File: config.mk
export PLATFORM = sky130hd
export DESIGN_NAME = regex_imem_arbiter_flat
export DESIGN_NICKNAME = d
export VERILOG_FILES = /design/src/rtl/regex_imem_arbiter_pkg.sv /design/src/rtl/regex_imem_arbiter_if.sv /design/src/rtl/regex_imem_arbiter_rr_priority_picker.sv /design/src/rtl/regex_imem_arbiter.sv /design/src/flat_wrapper.sv
export SDC_FILE = /design/constraint.sdc
export NUM_CORES = 1
export LEC_CHECK = 0
export ABC_AREA = 0
export BUFFER_PORTS_ARGS = -buffer_cell sky130_fd_sc_hd__buf_2
export CAP_MARGIN = 20
export CORE_MARGIN = 4
export CORE_UTILIZATION = 33
export CTS_BUF_LIST = sky130_fd_sc_hd__clkbuf_16
export CTS_CLUSTER_DIAMETER = 100
export DETAILED_ROUTE_END_ITERATION = 8
export PLACE_DENSITY_LB_ADDON = 0.08
export SYNTH_ARGS = -nofsm -noshare
export SYNTH_HDL_FRONTEND = slang
export SYNTH_SLANG_ARGS = --single-unit
File: constraint.sdc
create_clock -name clk -period 3 [get_ports clk]
set_clock_uncertainty 0.05 [all_clocks]
set_input_delay 0.6 -clock clk [delete_from_list [all_inputs] [get_ports clk]]
set_output_delay 0.6 -clock clk [all_outputs]
set_load 0.005 [all_outputs]
File: src/rtl/regex_imem_arbiter_pkg.sv
// regex_imem_arbiter_pkg: shared state encoding and stats width for the instruction-memory arbiter
package regex_imem_arbiter_pkg;
  typedef enum logic [1:0] {SERVE, DRAIN, LOAD} arb_state_e;
  localparam int STATS_COUNT_WIDTH = 16;
endpackage

File: src/rtl/regex_imem_arbiter_if.sv
// regex_imem_arbiter_if: CPU fetch ports, program-load stream and instruction BRAM bus
interface regex_imem_arbiter_if #(
  parameter int N_PORTS = 4,
  parameter int MEMORY_ADDR_WIDTH = 11,
  parameter int MEMORY_WIDTH = 16
);
  logic [N_PORTS-1:0] cpu_valid;
  logic [N_PORTS*MEMORY_ADDR_WIDTH-1:0] cpu_addr;
  logic [N_PORTS-1:0] cpu_ready;
  logic [MEMORY_WIDTH-1:0] cpu_data;
  logic load_start;
  logic load_valid;
  logic [MEMORY_ADDR_WIDTH-1:0] load_addr;
  logic [MEMORY_WIDTH-1:0] load_data;
  logic load_last;
  logic load_ready;
  logic loading;
  logic mem_en;
  logic mem_we;
  logic [MEMORY_ADDR_WIDTH-1:0] mem_addr;
  logic [MEMORY_WIDTH-1:0] mem_wdata;
  logic [MEMORY_WIDTH-1:0] mem_rdata;
  modport slave (
    input cpu_valid, cpu_addr, load_start, load_valid, load_addr, load_data, load_last, mem_rdata,
    output cpu_ready, cpu_data, load_ready, loading, mem_en, mem_we, mem_addr, mem_wdata
  );
  modport master (
    output cpu_valid, cpu_addr, load_start, load_valid, load_addr, load_data, load_last, mem_rdata,
    input cpu_ready, cpu_data, load_ready, loading, mem_en, mem_we, mem_addr, mem_wdata
  );
endinterface

File: src/rtl/regex_imem_arbiter_rr_priority_picker.sv
// regex_imem_arbiter_rr_priority_picker: one-hot round-robin pick starting just after i_ptr
module regex_imem_arbiter_rr_priority_picker #(
  parameter int N = 4,
  parameter int PW = $clog2(N)
) (
  input  logic [N-1:0]  i_req,
  input  logic [PW-1:0] i_ptr,
  output logic [N-1:0]  o_gnt,
  output logic [PW-1:0] o_idx,
  output logic          o_any
);
  logic [PW-1:0] w_p;
  always_comb begin
    o_gnt = '0;
    o_idx = '0;
    o_any = 1'b0;
    w_p = '0;
    for (int k = 1; k <= N; k++) begin
      w_p = PW'((int'(i_ptr) + k) % N);
      if (!o_any && i_req[w_p]) begin
        o_gnt[w_p] = 1'b1;
        o_idx = w_p;
        o_any = 1'b1;
      end
    end
  end
endmodule

File: src/rtl/regex_imem_arbiter.sv
// regex_imem_arbiter: round-robin IMEM fetch arbiter with program-load session; IMEM_ARB_STATS_EN adds per-port grant counters
module regex_imem_arbiter
  import regex_imem_arbiter_pkg::*;
#(
  parameter int N_PORTS = 4,
  parameter int MEMORY_ADDR_WIDTH = 11,
  parameter int MEMORY_WIDTH = 16
) (
  input logic clk,
  input logic reset,
  regex_imem_arbiter_if.slave bus
`ifdef IMEM_ARB_STATS_EN
  ,
  input  logic stats_clear,
  output logic [N_PORTS*STATS_COUNT_WIDTH-1:0] grant_count
`endif
);
  localparam int PTR_WIDTH = $clog2(N_PORTS);
  arb_state_e r_state, w_next;
  logic [PTR_WIDTH-1:0] r_ptr, w_idx;
  logic [N_PORTS-1:0] w_gnt, w_ready;
  logic w_any, w_serve, w_load, w_rd, w_wr;
  regex_imem_arbiter_rr_priority_picker #(.N(N_PORTS), .PW(PTR_WIDTH)) u_pick (
    .i_req(bus.cpu_valid),
    .i_ptr(r_ptr),
    .o_gnt(w_gnt),
    .o_idx(w_idx),
    .o_any(w_any)
  );
  // A grant in the load_start cycle still needs one DRAIN cycle for its rdata
  always_comb begin
    w_serve = r_state == SERVE;
    w_load = r_state == LOAD;
    w_rd = w_serve && w_any;
    w_wr = w_load && bus.load_valid;
    w_ready = w_rd ? w_gnt : '0;
    w_next = w_serve ? (bus.load_start ? (w_any ? DRAIN : LOAD) : SERVE) :
             (r_state == DRAIN) ? LOAD :
             (bus.load_valid && bus.load_last) ? SERVE : LOAD;
  end
  assign bus.cpu_ready = w_ready;
  assign bus.cpu_data = bus.mem_rdata;
  assign bus.load_ready = w_load;
  assign bus.loading = !w_serve;
  assign bus.mem_en = w_rd || w_wr;
  assign bus.mem_we = w_wr;
  assign bus.mem_addr = w_rd ? bus.cpu_addr[w_idx*MEMORY_ADDR_WIDTH +: MEMORY_ADDR_WIDTH] :
                        w_wr ? bus.load_addr : '0;
  assign bus.mem_wdata = w_wr ? bus.load_data : '0;
  always_ff @(posedge clk) begin
    if (reset) begin
      r_state <= SERVE;
      r_ptr <= PTR_WIDTH'(N_PORTS - 1);
    end else begin
      r_state <= w_next;
      if (w_rd) r_ptr <= w_idx;
    end
  end
`ifdef IMEM_ARB_STATS_EN
  logic [STATS_COUNT_WIDTH-1:0] r_cnt [N_PORTS];
  always_ff @(posedge clk) begin
    for (int i = 0; i < N_PORTS; i++)
      r_cnt[i] <= (reset || stats_clear) ? '0 :
                  (w_ready[i] && !(&r_cnt[i])) ? r_cnt[i] + 1'b1 : r_cnt[i];
  end
  for (genvar g = 0; g < N_PORTS; g++) begin : g_cnt
    assign grant_count[g*STATS_COUNT_WIDTH +: STATS_COUNT_WIDTH] = r_cnt[g];
  end
`endif
endmodule

File: src/flat_wrapper.sv
// flat-port wrapper written by rule: the top's interface ports become plain ports
module regex_imem_arbiter_flat import regex_imem_arbiter_pkg::*;
#(
  parameter int N_PORTS = 4,
  parameter int MEMORY_ADDR_WIDTH = 11,
  parameter int MEMORY_WIDTH = 16
)
  (clk, reset, bus_cpu_valid, bus_cpu_addr, bus_load_start, bus_load_valid, bus_load_addr, bus_load_data, bus_load_last, bus_mem_rdata, bus_cpu_ready, bus_cpu_data, bus_load_ready, bus_loading, bus_mem_en, bus_mem_we, bus_mem_addr, bus_mem_wdata);
  regex_imem_arbiter_if #(.N_PORTS(N_PORTS), .MEMORY_ADDR_WIDTH(MEMORY_ADDR_WIDTH), .MEMORY_WIDTH(MEMORY_WIDTH)) bus_i ();
  input logic clk;
  input logic reset;
  input wire logic [$bits(bus_i.cpu_valid)-1:0] bus_cpu_valid;
  input wire logic [$bits(bus_i.cpu_addr)-1:0] bus_cpu_addr;
  input wire logic [$bits(bus_i.load_start)-1:0] bus_load_start;
  input wire logic [$bits(bus_i.load_valid)-1:0] bus_load_valid;
  input wire logic [$bits(bus_i.load_addr)-1:0] bus_load_addr;
  input wire logic [$bits(bus_i.load_data)-1:0] bus_load_data;
  input wire logic [$bits(bus_i.load_last)-1:0] bus_load_last;
  input wire logic [$bits(bus_i.mem_rdata)-1:0] bus_mem_rdata;
  output wire logic [$bits(bus_i.cpu_ready)-1:0] bus_cpu_ready;
  output wire logic [$bits(bus_i.cpu_data)-1:0] bus_cpu_data;
  output wire logic [$bits(bus_i.load_ready)-1:0] bus_load_ready;
  output wire logic [$bits(bus_i.loading)-1:0] bus_loading;
  output wire logic [$bits(bus_i.mem_en)-1:0] bus_mem_en;
  output wire logic [$bits(bus_i.mem_we)-1:0] bus_mem_we;
  output wire logic [$bits(bus_i.mem_addr)-1:0] bus_mem_addr;
  output wire logic [$bits(bus_i.mem_wdata)-1:0] bus_mem_wdata;
  assign bus_i.cpu_valid = bus_cpu_valid;
  assign bus_i.cpu_addr = bus_cpu_addr;
  assign bus_i.load_start = bus_load_start;
  assign bus_i.load_valid = bus_load_valid;
  assign bus_i.load_addr = bus_load_addr;
  assign bus_i.load_data = bus_load_data;
  assign bus_i.load_last = bus_load_last;
  assign bus_i.mem_rdata = bus_mem_rdata;
  assign bus_cpu_ready = bus_i.cpu_ready;
  assign bus_cpu_data = bus_i.cpu_data;
  assign bus_load_ready = bus_i.load_ready;
  assign bus_loading = bus_i.loading;
  assign bus_mem_en = bus_i.mem_en;
  assign bus_mem_we = bus_i.mem_we;
  assign bus_mem_addr = bus_i.mem_addr;
  assign bus_mem_wdata = bus_i.mem_wdata;
  regex_imem_arbiter #(.N_PORTS(N_PORTS), .MEMORY_ADDR_WIDTH(MEMORY_ADDR_WIDTH), .MEMORY_WIDTH(MEMORY_WIDTH)) u_core (.clk(clk), .reset(reset), .bus(bus_i));
endmodule
==> parameters.txt, run 1 <==
Parameter                              Value

Run status
  Status    complete, no violations

Power
  Net load switching power    between 900 and 1000 uW
  Clk network pwr share    0.095
  Switching share of power    0.4449
  Relative contribution of combinational cells to total power    0.869
  Power share of the sequential group    0.036
  Static leakage power    0.001206 uW
  Internal power    approximately 1200 uW
  IR drop worst, VDD    between 400 and 500 uV
  Power Dens Cells    between 900 and 1000 nW/um^2

Min path
  Startpoint of the lowest-slack hold path    u_core.r_state[1]
  Worst Hold Path Cells    1
  Endpoint, Worst Hold    u_core.r_state[1]
  Type of the worst min-delay path    reg -> reg

Flow run
  MaxCap Viol Count    0

Synth
  Main flop type after synthesis    sky130_fd_sc_hd__dfxtp_1
  Fraction of synthesis flops using an asynchronous set or reset pin    0
  Synth area leader    sky130_fd_sc_hd__mux2i_1
  Post-synthesis net count    between 200 and 300
  Number of flops mapped to enable cells by yosys    0
  Netlist cell types    44
  Top cells by area, synth    sky130_fd_sc_hd__mux2i_1, sky130_fd_sc_hd__buf_4, sky130_fd_sc_hd__and2_1
  Fraction of post-synthesis cell area in the top cell type by area    0.1560
  Sequential-to-total area share from yosys stat    0.05674
  Netlist area before placement    1411 sq um
  Number of warnings reported in the yosys synthesis log    0
  Cell count after synthesis    between 150 and 200
  Flip-flop and latch count after synthesis    4
  Avg Inst Size Synth    7.467 sq um

Floorplan
  Initial Utilization    0.3478
  Area inside the core boundary    slightly above 4000 sq um
  Die Span Y    roughly 73 microns
  Horiz. Die Dim    73.40 microns
  Die footprint    5387 sq um
  Number of rows created at floorplan    23
  Top-level I/O count    approximately 150

Timing
  Worst-Margin Slew    ~420 ps
  Clock period minus final worst setup slack    between 2000 and 3000 ps
  Worst-case headroom to the max-slew limit    0.7119
  Final Hold Vio Count    0
  Max Clk Rate    335.3 MHz
  Pins Over Slew Limit    0
  Post-route fraction of the period consumed by the critical path    0.9943
  Worst-case setup margin in the final layout    ~17 ps
  Setup repair after global routing missed its margin    true
  Number of failing setup endpoints in the final timing report    0

Worst setup path
  Crit. End Element    output pin
  Required @ worst endpoint    2350 ps
  Register-to-register path setup slack    between 900 and 1000 ps
  Crit path launch type    register
  Type of the worst setup path    reg -> out
  Worst EP arrival    2330 ps
  Source of the worst register-to-register timing path    u_core.r_ptr[0]
  Worst reg-to-reg path cell count    9
  Peak fanout along the critical path    7
  Worst r2r dst    u_core.r_ptr[1]

Clock tree
  Number of clock buffers inserted by TritonCTS    3
  Clock Pin Slew Worst Setup and Hold Paths    30 ps
  Total of hold buffers inserted after clock tree synthesis    0
  Number of H-tree levels    1
  Clk Tree Root Cell    sky130_fd_sc_hd__clkbuf_16
  Clock sinks    4
  CTS Buffer Depth    2
  Clock Latency Late Sink    ~220 ps
  CTS tree    done

Detailed routing
  Via density per instance    approximately 5.1
  Via count    between 1,500 and 2,000
  Number of detailed-route iterations in the first pass    4
  Post-detailed-routing wire length    ~5600 microns
  Post-detailed-route DRC marker count    0
  Starting DRT DRC Count    between 40 and 50
  Average wire length per cell after detail routing    15.87 microns
  Post-detailed-route count of antenna-violating nets    0

Global routing
  Total global routing overflow    0
  Wire length of the first global-routing pass    7327 microns
  Initial antenna violation count    0
  Total track usage    0.1675
  Vias in the first global route    1,590
  Maximum number of pins on one net before global-route repair    29

Place
  Number of cells after detailed placement    between 300 and 400
  Worst setup slack after placement    between 15 and 20 ps
  Final Wtd Congestion    between 0.8 and 0.9
  Number of buffer cells added on primary ports    114
  HPWL after DPL    between 4000 and 5000 microns

Final layout
  Post-layout nets    409
  Share of cells above drive strength 1    0.5941
  Filler instances    between 400 and 500
  Commonest cells after routing, fill and taps aside    sky130_fd_sc_hd__buf_2, sky130_fd_sc_hd__buf_4, sky130_fd_sc_hd__mux2i_1
  Most common library cell in the layout ignoring fill and taps    sky130_fd_sc_hd__buf_2
  Area growth from synthesis to layout    69.95%
  Diodes inserted    0
  Non-filler instance count after layout    353
  Final core utilization    0.5911
synth_stat cells, types with 2 or more instances:
library cell	number
sky130_fd_sc_hd__a21oi_1	6
sky130_fd_sc_hd__a22o_1	4
sky130_fd_sc_hd__and2_1	16
sky130_fd_sc_hd__buf_2	8
sky130_fd_sc_hd__buf_4	16
sky130_fd_sc_hd__buf_6	2
sky130_fd_sc_hd__clkbuf_1	7
sky130_fd_sc_hd__dfxtp_1	4
sky130_fd_sc_hd__ha_1	8
sky130_fd_sc_hd__inv_1	5
sky130_fd_sc_hd__mux2i_1	22
sky130_fd_sc_hd__nand2_1	18
sky130_fd_sc_hd__nand2b_1	4
sky130_fd_sc_hd__nor2_1	5
sky130_fd_sc_hd__o2111ai_1	11
sky130_fd_sc_hd__o211ai_1	12
sky130_fd_sc_hd__o21ai_0	3
sky130_fd_sc_hd__or2_2	2
sky130_fd_sc_hd__or3_1	11
cell families after synthesis:
logic type	share of synthesized area
fa+ha+maj	0.07092
buf+inv	0.1640
compound gates	0.2624
simple gates	0.2438
mux	0.1959
flops	0.05674
xor+xnor	0.006207
what timing repair did:
item,in CTS,in global routing
hold endpoints to repair,0,0
gates cloned,0,2
pin swaps,0,12
resized for setup,10,35
buffers inserted,0,5
setup endpoints to repair,11,11
flip-flops by register name (all words and copies together) (netlist names):
| signal | count |
|---|---|
| u_core.r_state | 2 |
| u_core.r_ptr | 2 |
worst max path at each step:
stage	from	to	slack, ps	depth (start not counted)
detailed placement	bus_cpu_valid[2]	bus_mem_addr[8]	20	9
CTS	u_core.r_ptr[1]	bus_mem_addr[5]	10	10
floorplan	u_core.r_ptr[1]	bus_mem_addr[10]	9	11
finish	u_core.r_ptr[0]	bus_mem_addr[8]	20	10
global route	u_core.r_ptr[0]	bus_mem_addr[5]	-80	11
global placement	bus_cpu_valid[2]	bus_mem_addr[8]	30	9
layer usage:
| metal | vias up | global-route usage | routed length, microns |
|---|---|---|---|
| met5 | - | 0 | 0 |
| met4 | 0 | 0.02012 | 6 |
| met3 | 4 | 0.03694 | 493 |
| met2 | 77 | 0.3108 | 2884 |
| met1 | 797 | 0.2010 | 2217 |
| li1 | 905 | - | - |
through the flow:
| stage | instance area, sq um | power (uW) | hold WS, ps | TNS (ps) |
|---|---|---|---|---|
| after floorplan | 1418 | 1051 | 397.8 | 0 |
| after global placement | 2009 | 1500 | 438.0 | 0 |
| after detailed placement | 2009 | 1501 | 442.6 | 0 |
| after CTS | 2151 | 1810 | 454.3 | 0 |
| after global routing | 2399 | 2357 | 470.6 | -538.1 |
| final | 2399 | 2189 | 457.3 | 0 |
critical path, cell delays in order (launching register included):
cell	delay, ps
sky130_fd_sc_hd__dfxtp_2	350
sky130_fd_sc_hd__inv_2	60
sky130_fd_sc_hd__ha_4	300
sky130_fd_sc_hd__mux4_2	310
sky130_fd_sc_hd__o221ai_2	100
sky130_fd_sc_hd__a21oi_4	110
sky130_fd_sc_hd__buf_4	170
sky130_fd_sc_hd__or3_4	340
sky130_fd_sc_hd__o2111ai_4	120
sky130_fd_sc_hd__o211ai_1	110
sky130_fd_sc_hd__buf_2	140
area by class of cell:
| class | instances | area [sq um] | area share |
|---|---|---|---|
| repair buffers | 143 | 832.0 | 0.3469 |
| flip-flops and latches | 4 | 81.33 | 0.03391 |
| multi-input cells | 147 | 1325 | 0.5524 |
| clock buffers | 3 | 75.07 | 0.03130 |
| inverters | 6 | 22.52 | 0.009390 |
| well taps | 50 | 62.56 | 0.02608 |
power by group through the flow:
stage | logic [uW] | clock network (uW) | registers, uW
finish | 1900 | 208 | 79.7
CTS | 1520 | 211 | 76.7
floorplan | 968 | 0 | 82.7
detailed placement | 1420 | 0 | 76.4
global placement | 1420 | 0 | 76.3
global route | 2060 | 216 | 81.0
(Power assumes the default switching activity.)
==> run 2, diff against run 1 <==
==> constraint.sdc (replaced) <==
create_clock -name clk -period 3 [get_ports clk]
set_clock_uncertainty 0.05 [all_clocks]
set_input_delay 0.6 -clock clk [delete_from_list [all_inputs] [get_ports clk]]
set_output_delay 0.6 -clock clk [all_outputs]
set_load 0.01 [all_outputs]
==> run 2 against run 1 <==
Net effect:
- final cell count is 2.5% lower
- via count decreased by 3.0%
- first-iteration DRC count up 10%
- critical path type unchanged
- setup slack worse by 14 ps
- global-route usage grew 0.68 points
- clock power is essentially flat
- die area stayed put
==> parameters.txt, run 2 (synthesis results as in run 1) <==
Parameter                              Value

Detailed routing
  Starting DRT DRC Count    53 (+10%)
  Post-detailed-route DRC marker count    0 (unchanged)
  Via count    1,730 (-3.0%)
  Average wire length per cell after detail routing    15.60 microns (-1.7%)
  Number of detailed-route iterations in the first pass    4 (unchanged)
  Via density per instance    5.029 (-0.43%)
  Post-detailed-routing wire length    5367 microns (-4.2%)
  Post-detailed-route count of antenna-violating nets    0 (unchanged)

Place
  Instance area after placement    1976 sq um (-1.7%)
  Final Wtd Congestion    0.7598 (-6.9%)
  HPWL after DPL    4184 microns (-1.5%)
  Number of buffer cells added on primary ports    114 (unchanged)

Global routing
  Total track usage    0.1743 (+0.006794)
  Maximum number of pins on one net before global-route repair    29 (unchanged)
  Vias in the first global route    1,591 (+0.063%)
  Wire length of the first global-routing pass    7527 microns (+2.7%)
  Initial antenna violation count    0 (unchanged)
  Total global routing overflow    0 (unchanged)

Final layout
  Most common library cell in the layout ignoring fill and taps    sky130_fd_sc_hd__buf_2
  Final instance area    2215 sq um (-7.7%)
  Filler instances    417 (+4.0%)
  Share of cells above drive strength 1    0.5680 (-0.02603)
  Commonest cells after routing, fill and taps aside    sky130_fd_sc_hd__buf_2, sky130_fd_sc_hd__mux2i_1, sky130_fd_sc_hd__nand2_1
  Final core utilization    0.5458 (-0.04533)
  Area growth from synthesis to layout    56.91%
  Post-layout nets    400 (-2.2%)
  Diodes inserted    0 (unchanged)
  Biggest regs    u_core.r_ptr x2, u_core.r_state x2

Floorplan
  Horiz. Die Dim    73.40 microns (unchanged)
  Number of rows created at floorplan    23 (unchanged)
  Initial Utilization    0.3478 (unchanged)
  Die Span Y    73.40 microns (unchanged)
  Area inside the core boundary    4058 sq um (unchanged)
  Top-level I/O count    147 (unchanged)
  Die footprint    5387 sq um (unchanged)

Worst setup path
  Delay of the slowest cell on the worst path    330 ps (-20 ps)
  Critical path, cell by cell    inv_2 > ha_4 > buf_6 > mux2i_4 > mux2i_4 > a21oi_4 > or2_4 > mux2i_1 > o211ai_1 > buf_2
  Worst EP arrival    2350 ps (+20 ps)
  Crit. End Element    output pin
  Required @ worst endpoint    2350 ps (about the same)
  Crit path launch type    register
  Type of the worst setup path    reg -> out
  Critical Path Slowest Stage Cell    sky130_fd_sc_hd__dfxtp_2
  Most frequent CP cell    sky130_fd_sc_hd__mux2i_4
  Peak fanout along the critical path    6 (-1)

Timing
  Post-route fraction of the period consumed by the critical path    0.9989 (+0.004667)
  Final Hold Vio Count    0 (unchanged)
  Hold Slack    462.6 ps (+5.377 ps)
  Number of failing setup endpoints in the final timing report    0 (unchanged)
  Worst-Margin Slew    471.4 ps (+51.16 ps)
  Setup repair after global routing missed its margin    true
  Max Clk Rate    333.7 MHz (-0.47%)
  Worst-case headroom to the max-slew limit    0.6824 (-0.02941)
  Clock period minus final worst setup slack    2997 ps (+14.00 ps)
  Pins Over Slew Limit    0 (unchanged)

Clock tree
  Clk Tree Root Cell    sky130_fd_sc_hd__clkbuf_16
  Number of H-tree levels    1 (unchanged)
  CTS tree    done
  Clock sinks    4 (unchanged)
  Clock Pin Slew Worst Setup and Hold Paths    30 ps (about the same)
  CTS Buffer Depth    2 (unchanged)
  Number of clock buffers inserted by TritonCTS    3 (unchanged)
  Total of hold buffers inserted after clock tree synthesis    0 (unchanged)
  Clock Latency Late Sink    230 ps (about the same)

Power
  Power Dens Cells    906.1 nW/um^2 (-0.71%)
  Static leakage power    0.001138 uW (-5.7%)
  IR drop worst, VDD    458.5 uV (-0.20%)

Run status
  Status    complete, no violations

Min path
  Type of the worst min-delay path    reg -> reg

Flow run
  MaxCap Viol Count    0 (unchanged)
==> run 2: changes by cell type in the layout (fill, tap and decap cells not counted), sizes merged <==
| cell | previous run | this run |
|---|---|---|
| buf | 143 | 134 |
==> run 2: final cells by class <==
class / count / area, sq um / area share
inverters: 6 / 22.52 / 0.01017
multi-input cells: 147 / 1232 / 0.5565
repair buffers: 134 / 739.5 / 0.3339
clock buffers: 3 / 75.07 / 0.03390
well taps: 50 / 62.56 / 0.02825
flip-flops and latches: 4 / 82.58 / 0.03729
==> run 2: metal layers <==
layer	up-vias	global-route usage	wire, microns
met2	71	0.3108	2749
met5	-	0	0
met4	0	0.03622	36
li1	896	-	-
met1	758	0.2142	2059
met3	5	0.03694	522
==> run 2: worst paths after layout <==
kind,startpoint,end,slack [ps],depth (start not counted)
setup / recovery,u_core.r_ptr[0],bus_mem_addr[6],3,10
hold reg to reg,u_core.r_state[1],u_core.r_state[1],460,1
hold / removal,u_core.r_state[1],u_core.r_state[1],460,1
setup reg to reg,u_core.r_ptr[0],u_core.r_ptr[0],980,10
==> run 2: critical path: cells and delay by family (launching register included) <==
kind | cells | cell delay [ps]
AO/OA/AOI/OAI | 2 | 290
adder cells (fa/ha/maj) | 1 | 290
buffers and inverters | 3 | 310
flip-flops | 1 | 330
multiplexers | 3 | 650
AND/OR/NAND/NOR | 1 | 230
==> run 2: stage by stage <==
stage | setup TNS (ps) | setup WS (ps) | std cells | power, uW
floorplan | 0 | 0.2416 | 189 | 1135
finish | 0 | 3.156 | 344 | 2007
global route | -706.0 | -104.1 | 344 | 2175
CTS | -22.10 | -11.82 | 342 | 1851
detailed placement | 0 | 33.27 | 338 | 1535
global placement | 0 | 44.44 | 338 | 1534
==> run 2: repair_timing <==
| action | in CTS | in global routing |
|---|---|---|
| pin swaps | 1 | 11 |
| setup buffers | 0 | 1 |
| setup endpoints to repair | 11 | 11 |
| cloned | 1 | 1 |
| resized for setup | 9 | 22 |
==> run 2: where the power goes <==
group | switching, uW | leakage, uW | internal [uW]
logic | 877 | 0.00107 | 841
registers | 9.25 | 0.0000327 | 69.3
clock network | 38.9 | 0.0000370 | 170
